===== config.mk =====
export PLATFORM = sky130hd
export DESIGN_NAME = tm_lif_array_flat
export DESIGN_NICKNAME = d
export VERILOG_FILES = /design/src/rtl/tm_lif_pkg.sv /design/src/rtl/tm_lif_array_if.sv /design/src/rtl/tm_lif_array_update.sv /design/src/rtl/tm_lif_array.sv /design/src/flat_wrapper.sv
export SDC_FILE = /design/constraint.sdc
export NUM_CORES = 1
export LEC_CHECK = 0
export CORE_UTILIZATION = 35
export DETAILED_ROUTE_END_ITERATION = 10
export PLACE_DENSITY_LB_ADDON = 0.08
export SLEW_MARGIN = 5
export SYNTH_ARGS = -nofsm -noshare
export SYNTH_HDL_FRONTEND = slang
export SYNTH_SLANG_ARGS = --single-unit

===== constraint.sdc =====
create_clock -name clk -period 6.85 [get_ports clk]
set_clock_uncertainty 0.05 [all_clocks]
set_input_delay 1.0275 -clock clk [delete_from_list [all_inputs] [get_ports clk]]
set_output_delay 1.0275 -clock clk [all_outputs]
set_load 0.02 [all_outputs]

===== src/rtl/tm_lif_pkg.sv =====
// Shared constants, types and helpers for the time-multiplexed LIF neuron array.
package tm_lif_pkg;

    localparam int N_NEURONS_DEF  = 8;
    localparam int WIDTH_DEF      = 8;
    localparam int THRESH_RST_DEF = 127;

    // Refractory countdown, enough for 0..15 silent visits.
    typedef logic [3:0] refr_t;

    // Add two values and clamp the result to the largest w-bit number.
    // Operands are carried at 64 bits so a single function serves any WIDTH.
    function automatic logic [63:0] sat_add(input logic [63:0] a,
                                            input logic [63:0] b,
                                            input int unsigned w);
        logic [63:0] max_v;
        logic [63:0] s;
        max_v = (64'd1 << w) - 64'd1;
        s     = a + b;
        return (s > max_v) ? max_v : s;
    endfunction

endpackage


===== src/rtl/tm_lif_array_if.sv =====
// Bus between the current source / config master and the LIF neuron array.
interface tm_lif_array_if #(
    parameter int N_NEURONS = 8,
    parameter int WIDTH     = 8
);
    localparam int SLOT_W = $clog2(N_NEURONS);

    logic                 en;
    logic [WIDTH-1:0]     current;
    logic                 cfg_we;
    logic [SLOT_W-1:0]    cfg_addr;
    logic [WIDTH-1:0]     cfg_thresh;
    logic [N_NEURONS-1:0] spike;
    logic [SLOT_W-1:0]    slot;
    logic                 sweep_done;

    modport master (
        output en, current, cfg_we, cfg_addr, cfg_thresh,
        input  spike, slot, sweep_done
    );

    modport slave (
        input  en, current, cfg_we, cfg_addr, cfg_thresh,
        output spike, slot, sweep_done
    );

endinterface


===== src/rtl/tm_lif_array_update.sv =====
// Combinational next-state of one LIF neuron: leak, saturating integrate,
// threshold compare, reset-to-zero on fire and refractory countdown.
module lif_update
    import tm_lif_pkg::*;
#(
    parameter int WIDTH      = WIDTH_DEF,
    parameter int LEAK_SHIFT = 1,
    parameter int REFRACT    = 2
) (
    input  logic [WIDTH-1:0] mem,
    input  refr_t            refr,
    input  logic [WIDTH-1:0] thresh,
    input  logic [WIDTH-1:0] current,
    output logic [WIDTH-1:0] mem_nxt,
    output refr_t            refr_nxt,
    output logic             fire
);

    logic [WIDTH-1:0] leaked;
    logic [63:0]      sum;

    assign leaked = mem >> LEAK_SHIFT;
    assign sum    = sat_add(64'(current), 64'(leaked), WIDTH);

    // Refractory neurons are held at zero; otherwise integrate and compare.
    always_comb begin
        mem_nxt  = '0;
        refr_nxt = '0;
        fire     = 1'b0;
        if (refr != '0) begin
            refr_nxt = refr_t'(refr - refr_t'(1));
        end else if (sum >= 64'(thresh)) begin
            fire     = 1'b1;
            refr_nxt = refr_t'(REFRACT);
        end else begin
            mem_nxt = sum[WIDTH-1:0];
        end
    end

endmodule


===== src/rtl/tm_lif_array.sv =====
// Time-multiplexed leaky-integrate-and-fire array: one shared update datapath
// visits the neurons round-robin, one per enabled clock.
module tm_lif_array
    import tm_lif_pkg::*;
#(
    parameter int N_NEURONS  = N_NEURONS_DEF,
    parameter int WIDTH      = WIDTH_DEF,
    parameter int LEAK_SHIFT = 1,
    parameter int REFRACT    = 2,
    parameter int THRESH_RST = THRESH_RST_DEF
) (
    input  logic           clk,
    input  logic           rst_n,
    tm_lif_array_if.slave  bus
);

    localparam int SLOT_W = $clog2(N_NEURONS);

    logic [WIDTH-1:0] membrane  [N_NEURONS];
    refr_t            refr      [N_NEURONS];
    logic [WIDTH-1:0] threshold [N_NEURONS];

    logic [WIDTH-1:0] mem_nxt;
    refr_t            refr_nxt;
    logic             fire;

    lif_update #(
        .WIDTH      (WIDTH),
        .LEAK_SHIFT (LEAK_SHIFT),
        .REFRACT    (REFRACT)
    ) u_update (
        .mem      (membrane[bus.slot]),
        .refr     (refr[bus.slot]),
        .thresh   (threshold[bus.slot]),
        .current  (bus.current),
        .mem_nxt  (mem_nxt),
        .refr_nxt (refr_nxt),
        .fire     (fire)
    );

    // Write back the visited neuron and advance the sweep pointer.
    always_ff @(posedge clk or negedge rst_n) begin
        if (!rst_n) begin
            for (int i = 0; i < N_NEURONS; i++) begin
                membrane[i] <= '0;
                refr[i]     <= '0;
            end
            bus.spike      <= '0;
            bus.slot       <= '0;
            bus.sweep_done <= 1'b0;
        end else begin
            bus.sweep_done <= bus.en && (bus.slot == SLOT_W'(N_NEURONS - 1));
            if (bus.en) begin
                membrane[bus.slot]  <= mem_nxt;
                refr[bus.slot]      <= refr_nxt;
                bus.spike[bus.slot] <= fire;
                bus.slot            <= bus.slot + SLOT_W'(1);
            end
        end
    end

    // Threshold writes land regardless of en; a write to the slot being
    // visited only takes effect on that neuron's following visit.
    always_ff @(posedge clk or negedge rst_n) begin
        if (!rst_n) begin
            for (int i = 0; i < N_NEURONS; i++) begin
                threshold[i] <= WIDTH'(THRESH_RST);
            end
        end else if (bus.cfg_we) begin
            threshold[bus.cfg_addr] <= bus.cfg_thresh;
        end
    end

endmodule


===== src/flat_wrapper.sv =====
// flat-port wrapper written by rule: the top's interface ports become plain ports
module tm_lif_array_flat import tm_lif_pkg::*;
#(
    parameter int N_NEURONS  = N_NEURONS_DEF,
    parameter int WIDTH      = WIDTH_DEF,
    parameter int LEAK_SHIFT = 1,
    parameter int REFRACT    = 2,
    parameter int THRESH_RST = THRESH_RST_DEF
)
  (clk, rst_n, bus_en, bus_current, bus_cfg_we, bus_cfg_addr, bus_cfg_thresh, bus_spike, bus_slot, bus_sweep_done);
  tm_lif_array_if #(.N_NEURONS(N_NEURONS), .WIDTH(WIDTH)) bus_i ();
  input  logic clk;
  input  logic rst_n;
  input wire logic [$bits(bus_i.en)-1:0] bus_en;
  input wire logic [$bits(bus_i.current)-1:0] bus_current;
  input wire logic [$bits(bus_i.cfg_we)-1:0] bus_cfg_we;
  input wire logic [$bits(bus_i.cfg_addr)-1:0] bus_cfg_addr;
  input wire logic [$bits(bus_i.cfg_thresh)-1:0] bus_cfg_thresh;
  output wire logic [$bits(bus_i.spike)-1:0] bus_spike;
  output wire logic [$bits(bus_i.slot)-1:0] bus_slot;
  output wire logic [$bits(bus_i.sweep_done)-1:0] bus_sweep_done;
  assign bus_i.en = bus_en;
  assign bus_i.current = bus_current;
  assign bus_i.cfg_we = bus_cfg_we;
  assign bus_i.cfg_addr = bus_cfg_addr;
  assign bus_i.cfg_thresh = bus_cfg_thresh;
  assign bus_spike = bus_i.spike;
  assign bus_slot = bus_i.slot;
  assign bus_sweep_done = bus_i.sweep_done;
  tm_lif_array #(.N_NEURONS(N_NEURONS), .WIDTH(WIDTH), .LEAK_SHIFT(LEAK_SHIFT), .REFRACT(REFRACT), .THRESH_RST(THRESH_RST)) u_core (.clk(clk), .rst_n(rst_n), .bus(bus_i));
endmodule

After elaboration in Yosys (flattened, before gate mapping)
Cells that the tools add are included.
- register bits after elaboration: 172
- bits of input ports: 23
- output and inout port bits: 12
- word-level logic and storage cells: 74
- add/sub/neg operators: 3
- magnitude comparators: 8
- eq/ne operators: 1
- mux-type cells: 28
- bitwise gates (word level): 2
- reductions and logical operators: 5
- operators with widths (operator ; count):
    bitwise mux 64 bit ; 2
    two-way mux 8 bit ; 8
    binary-select mux 8 bit (select 3 bit) ; 2
    demux 8 bit (select 3 bit) ; 2
    bitwise mux 32 bit ; 1
    two-way mux 4 bit ; 4
    binary-select mux 4 bit (select 3 bit) ; 1
    demux 4 bit (select 3 bit) ; 1
    adder 8 x 7 -> 9 bit ; 1
    greater-or-equal comparator 9 x 8 -> 1 bit ; 1
    > comparator 9 x 8 -> 1 bit (second input constant) ; 1
    two-way mux 9 bit ; 1
    bitwise mux 8 bit ; 1
    greater-or-equal comparator 4 bit (second input constant) ; 2
    less-than comparator 4 x 1 -> 1 bit (second input constant) ; 2
    NOT 3 -> 4 bit ; 2
    logical AND 1 bit ; 4
    less-than comparator 3 x 4 -> 1 bit (second input constant) ; 1
    nonzero test 4 bit ; 1
    subtractor 4 x 1 -> 4 bit (second input constant) ; 1
    adder 3 x 1 -> 3 bit (second input constant) ; 1
    demux 1 bit (select 3 bit) ; 1
    equality test 3 bit (second input constant) ; 1
    greater-or-equal comparator 3 x 1 -> 1 bit (second input constant) ; 1
    other kinds (2) ; 4

Longest topological paths before layout
- depth in word-level cells: 11
- depth in mapped cells: 19
- depth with buffers taken out: 15

Cells and area by module
A second synthesis with hierarchy kept.
- cell total of the unflattened synthesis: 551
- area total of the unflattened synthesis: 8707.1 um^2
- by module, submodules not included (module ; times used ; cells an instance ; area an instance (um^2) ; sequential area each (um^2)):
    tm_lif_array ; 1 ; 451 ; 7951.4 ; 4374.2
    lif_update ; 1 ; 100 ; 755.7 ; 0.0

Least setup slack after synthesis
No wires, ideal clock.
- path kind: register -> register
- start: register u_core.bus.slot[0]
- end: register u_core.refr[13] in the netlist's numbering
- library setup time: 0.143 ns
- arrival time: 5.427 ns
- required time: 6.657 ns
- path slack: 1.230 ns
- stages on the path, launching flop included: 19
- path buffers: 3
- clock period less this slack: 5.620 ns
- cells stage by stage: dfrtp_1 buf_6 buf_2 buf_2 mux4_2 mux2_2 ha_1 fa_1 a21o_1 a221oi_1 o21ai_1 nor2_1 inv_1 ha_1 a2111o_1 a31oi_1 o21ai_0 a31oi_1 a31oi_1
- longest elaborated chain between the ends: 11
- elaborated cells on any way between the ends: 24
- classes of those cells: 2 x add/sub; 4 x order compare; 15 x mux; 1 x bitwise; 2 x reduce/logical
- RTL lines (item ; RTL line ; source):
    start: declaration ; tm_lif_array_if.sv:24 ; output spike, slot, sweep_done
    start signal: assignment ; tm_lif_array.sv:57 ; bus.slot <= bus.slot + SLOT_W'(1);
    NOT 3 -> 4 bit (implied by the code) * ; -- ;
    binary-select mux 8 bit (select 3 bit) ; tm_lif_array.sv:32 ; .mem (membrane[bus.slot]),
    two-way mux 8 bit (implied by the code) (2 in a row) ; tm_lif_array.sv:32 ;
    adder 8 x 7 -> 9 bit ; tm_lif_pkg.sv:19 ; s = a + b;
    > comparator 9 x 8 -> 1 bit ; tm_lif_pkg.sv:20 ; return (s > max_v) ? max_v : s;
    two-way mux 9 bit ; tm_lif_pkg.sv:20 ;
    greater-or-equal comparator 9 x 8 -> 1 bit ; tm_lif_array_update.sv:32 ; end else if (sum >= 64'(thresh)) begin
    two-way mux 2 bit ; tm_lif_array_update.sv:32 ;
    two-way mux 4 bit ; tm_lif_array_update.sv:30 ; if (refr != '0) begin
    bitwise mux 32 bit * ; tm_lif_array.sv:55 ; refr[bus.slot] <= refr_nxt;
    end signal: indexed assignment ; tm_lif_array.sv:55 ;
    end: declaration ; tm_lif_array.sv:20 ; refr_t refr [N_NEURONS];
Mark *: on every way between the ends. The rest lies on a longest branch, timed or not. The select of a mux whose other input is x is not followed.
A chain may end at the register's enable or synchronous reset.

Final worst setup path
- start: register u_core.bus.slot[0]
- end: register u_core.membrane[52] in the netlist's numbering
- longest elaborated chain between the ends: 11
- elaborated cells on any way between the ends: 23
- classes of those cells: 1 x add/sub; 4 x order compare; 15 x mux; 1 x bitwise; 2 x reduce/logical
- RTL lines (item ; RTL line ; source):
    NOT 3 -> 4 bit (implied by the code) * ; -- ;
    binary-select mux 8 bit (select 3 bit) ; tm_lif_array.sv:32 ;
    two-way mux 8 bit (implied by the code) (2 in a row) ; tm_lif_array.sv:32 ;
    adder 8 x 7 -> 9 bit ; tm_lif_pkg.sv:19 ;
    > comparator 9 x 8 -> 1 bit ; tm_lif_pkg.sv:20 ;
    two-way mux 9 bit ; tm_lif_pkg.sv:20 ;
    greater-or-equal comparator 9 x 8 -> 1 bit ; tm_lif_array_update.sv:32 ;
    two-way mux 8 bit ; tm_lif_array_update.sv:32 ;
    two-way mux 8 bit ; tm_lif_array_update.sv:30 ;
    bitwise mux 64 bit * ; tm_lif_array.sv:54 ; membrane[bus.slot] <= mem_nxt;
    end signal: indexed assignment ; tm_lif_array.sv:54 ;
    end: declaration ; tm_lif_array.sv:19 ; logic [WIDTH-1:0] membrane [N_NEURONS];
Marked as above.

==> results.ini <==
[cts]
cts.hold.buffers_added = 0
clkLatencyLatePin_ns = 0.43
cts.sinks = 164
cts_inserted_buffers = 17
clk_path_buf_depth = 2
cts_tree = built
cts.repair.resized = 0
postCtsSetupBuffers = 0
cts.clk_slew.worst_paths_ns = 0.06
htreeDepth = 4
cts_root_buf = clkbuf_16

[logic_synthesis]
synthArstFlopShare = 1.00
synthCells = 629
ys_seq_area_frac = 0.522
synthesis.nets = 672
netlist.area_leader.share = 0.338
ys_types = 47
ys_top_cells_by_area = dfrtp_1 (34%), dfstp_2 (18%), mux2_2 (11%), mux4_2 (9.3%), nand2_1 (4.5%)
yosysTopAreaCell = dfrtp_1
ys_ff_latch = 164
synth-edff-count = 0
synthFlopType = dfrtp_1
syn_area_mm2 = 0.00799
syn_avg_cell_area_um2 = 12.7
yosysWarnings = 0

[placement]
io_buffer_count = 34
gp_congestion = 0.767
dp_hpwl_mm = 12.1
dp_slack_ns = 0.795

[power]
power_frac_comb = 0.437
power_mw = 4.33
seqPwrFrac = 0.353
p_sw_mw = 1.72
clkPwrFrac = 0.210
peakVddDrop_uv = 197
internal-power_mw = 2.62
switching_share = 0.396
powerDensity_mw_per_mm2 = 476
leakage_nw = 3.83

[final_layout]
drive_gt1_frac = 0.327
layout_common_cells = dfrtp_1 (106), nand2_1 (96), mux2_2 (78), o21ai_0 (59), dfstp_2 (56)
area_delta_synth_final_pct = 14.1
fin_nets = 694
num_antenna_cells = 0
mostFrequentLayoutCell = dfrtp_1

[worst_setup_path]
cp.required_ns = 7.10
path_class = reg -> reg
crit_fanout = 32
crit_arrival_ns = 6.19
worstSetupEndpointType = flip-flop
rr_worst_depth = 15
reg2reg_slack_ns = 0.91
cp-start-kind = flip-flop

[floorplan]
core_mm2 = 0.0221
start_util = 0.362
rows = 54
io-pin-count = 35
fp.dieW_um = 153
die_h_um = 153
design.die.area_mm2 = 0.0234

[hold_path]
whs_path_depth = 2
hold_path_class = reg -> reg

[routing]
dr.pass1.iters = 4
drc = 0
vias_per_cell = 5.26
routedWlPerCell_um = 19.6
drt_wl_total_mm = 18.5
drt_iter0_drc = 232
dr_total_vias = 4962
ant_nets = 0

[timing]
max_freq_mhz = 168
final.min_clock_period_ns = 5.94
period_share = 0.867
rsz0062_at_grt = false
tns_ns = 0
setup_ws_ns = 0.908
hold_violations = 0
finalSetupViolCount = 0
final-max-slew-violation-count = 0
slew_headroom = 0.263
max_slew.worst_pin.slew_ns = 1.10

[global_routing]
grt_pass1_vias = 5338
grt_overflow_total = 0
grt_usage = 0.172
grt_pass1_wl_mm = 30.2
grt_max_degree = 90
antenna_found_initial = 0

[job]
cap_violations = 0

[outcome]
status = finished, final reports clean

[worst max-delay path, cell delays in order (launching register included)]
cell	delay [ns]
dfrtp_2	0.63
buf_4	0.45
mux4_2	0.55
mux2_2	0.28
ha_1	0.33
and3_1	0.16
a221oi_1	0.59
o21ai_1	0.24
nor2_1	0.51
inv_1	0.10
ha_1	0.35
a2111o_1	0.42
a31oi_1	0.19
o21a_1	0.31
o21ai_4	0.30
o31ai_1	0.35
[per-stage QoR]
stage,hold slack [ns],instance area (um2),cells,utilization
after CTS,0.424,9110,944,0.413
after floorplan,0.392,7990,629,-
after global placement,0.404,8560,912,0.387
after detailed placement,0.411,8560,912,0.387
after global routing,0.442,9110,944,0.413
final,0.424,9110,944,0.413
[final cells by class]
type,instances,area (um2)
fillers,2071,13000
flip-flops and latches,164,4180
multi-input cells,417,3600
clock buffers,18,429
repair buffers,41,394
well taps,280,350
clock inverters,14,124
inverters,10,37.5
[registers in the layout, summed over array words and instances, names as in the netlist]
register	flops
u_core.bus.slot	3
u_core.bus.spike	8
u_core.bus.sweep_done	1
u_core.membrane	56
u_core.refr	32
u_core.threshold	64
[power by group through the flow]
stage	clock network [mW]	registers, mW	logic [mW]
2_1_floorplan	0	1.47	1.47
3_3_place_gp	0	1.53	1.89
3_5_place_dp	0	1.55	1.93
4_1_cts	0.941	1.53	1.93
5_1_grt	0.977	1.58	2.12
6_report	0.909	1.53	1.90
[final timing paths]
kind / from / to
max: u_core.bus.slot[0] / u_core.membrane[52]
min: u_core.refr[6] / u_core.refr[6]
max reg2reg: u_core.bus.slot[0] / u_core.membrane[52]
min reg2reg: u_core.refr[6] / u_core.refr[6]
max in group asynchronous: rst_n / u_core.bus.slot[0]
min in group asynchronous: rst_n / u_core.membrane[58]
[cells by family (layout without fill, tap and decap cells)]
kind of cell | Yosys count | after routing | share of synthesized area
AO/OA/AOI/OAI | 125 | 125 | 0.0994
multiplexers | 132 | 132 | 0.237
XOR/XNOR | 5 | 5 | 0.00548
AND/OR/NAND/NOR | 135 | 135 | 0.0755
flip-flops | 164 | 164 | 0.522
buffers and inverters | 48 | 83 | 0.0280
adder cells (fa/ha/maj) | 20 | 20 | 0.0323
[routing by layer]
metal / part of all wire / GRT usage / routed length, um
met1: 0.47 / 0.220 / 8660
met4: 0.010 / 0.0495 / 190
met5: 0 / 0 / 0
met2: 0.50 / 0.293 / 9250
met3: 0.022 / 0.0343 / 404
[Yosys cell counts, types with 2 or more instances]
library cell,instances
mux4_2,33
a21oi_1,7
o211ai_1,6
mux2_2,78
dfrtp_1,108
nor2_1,7
buf_2,5
nor2b_1,4
o31ai_1,29
nand3_1,8
xor2_1,2
nand2b_1,4
nand4b_1,3
a31oi_1,6
clkbuf_1,27
and3b_1,2
nand4_1,2
nor3b_2,2
mux4_1,3
o31ai_2,3
mux2i_1,17
a21o_1,4
o21ai_0,59
xnor2_1,3
ha_1,19
dfstp_2,56
inv_1,10
o21a_1,2
and2_1,2
buf_6,5
nor3_1,2
nand2_1,96
Note: power is estimated with default switching activity, not from simulation.
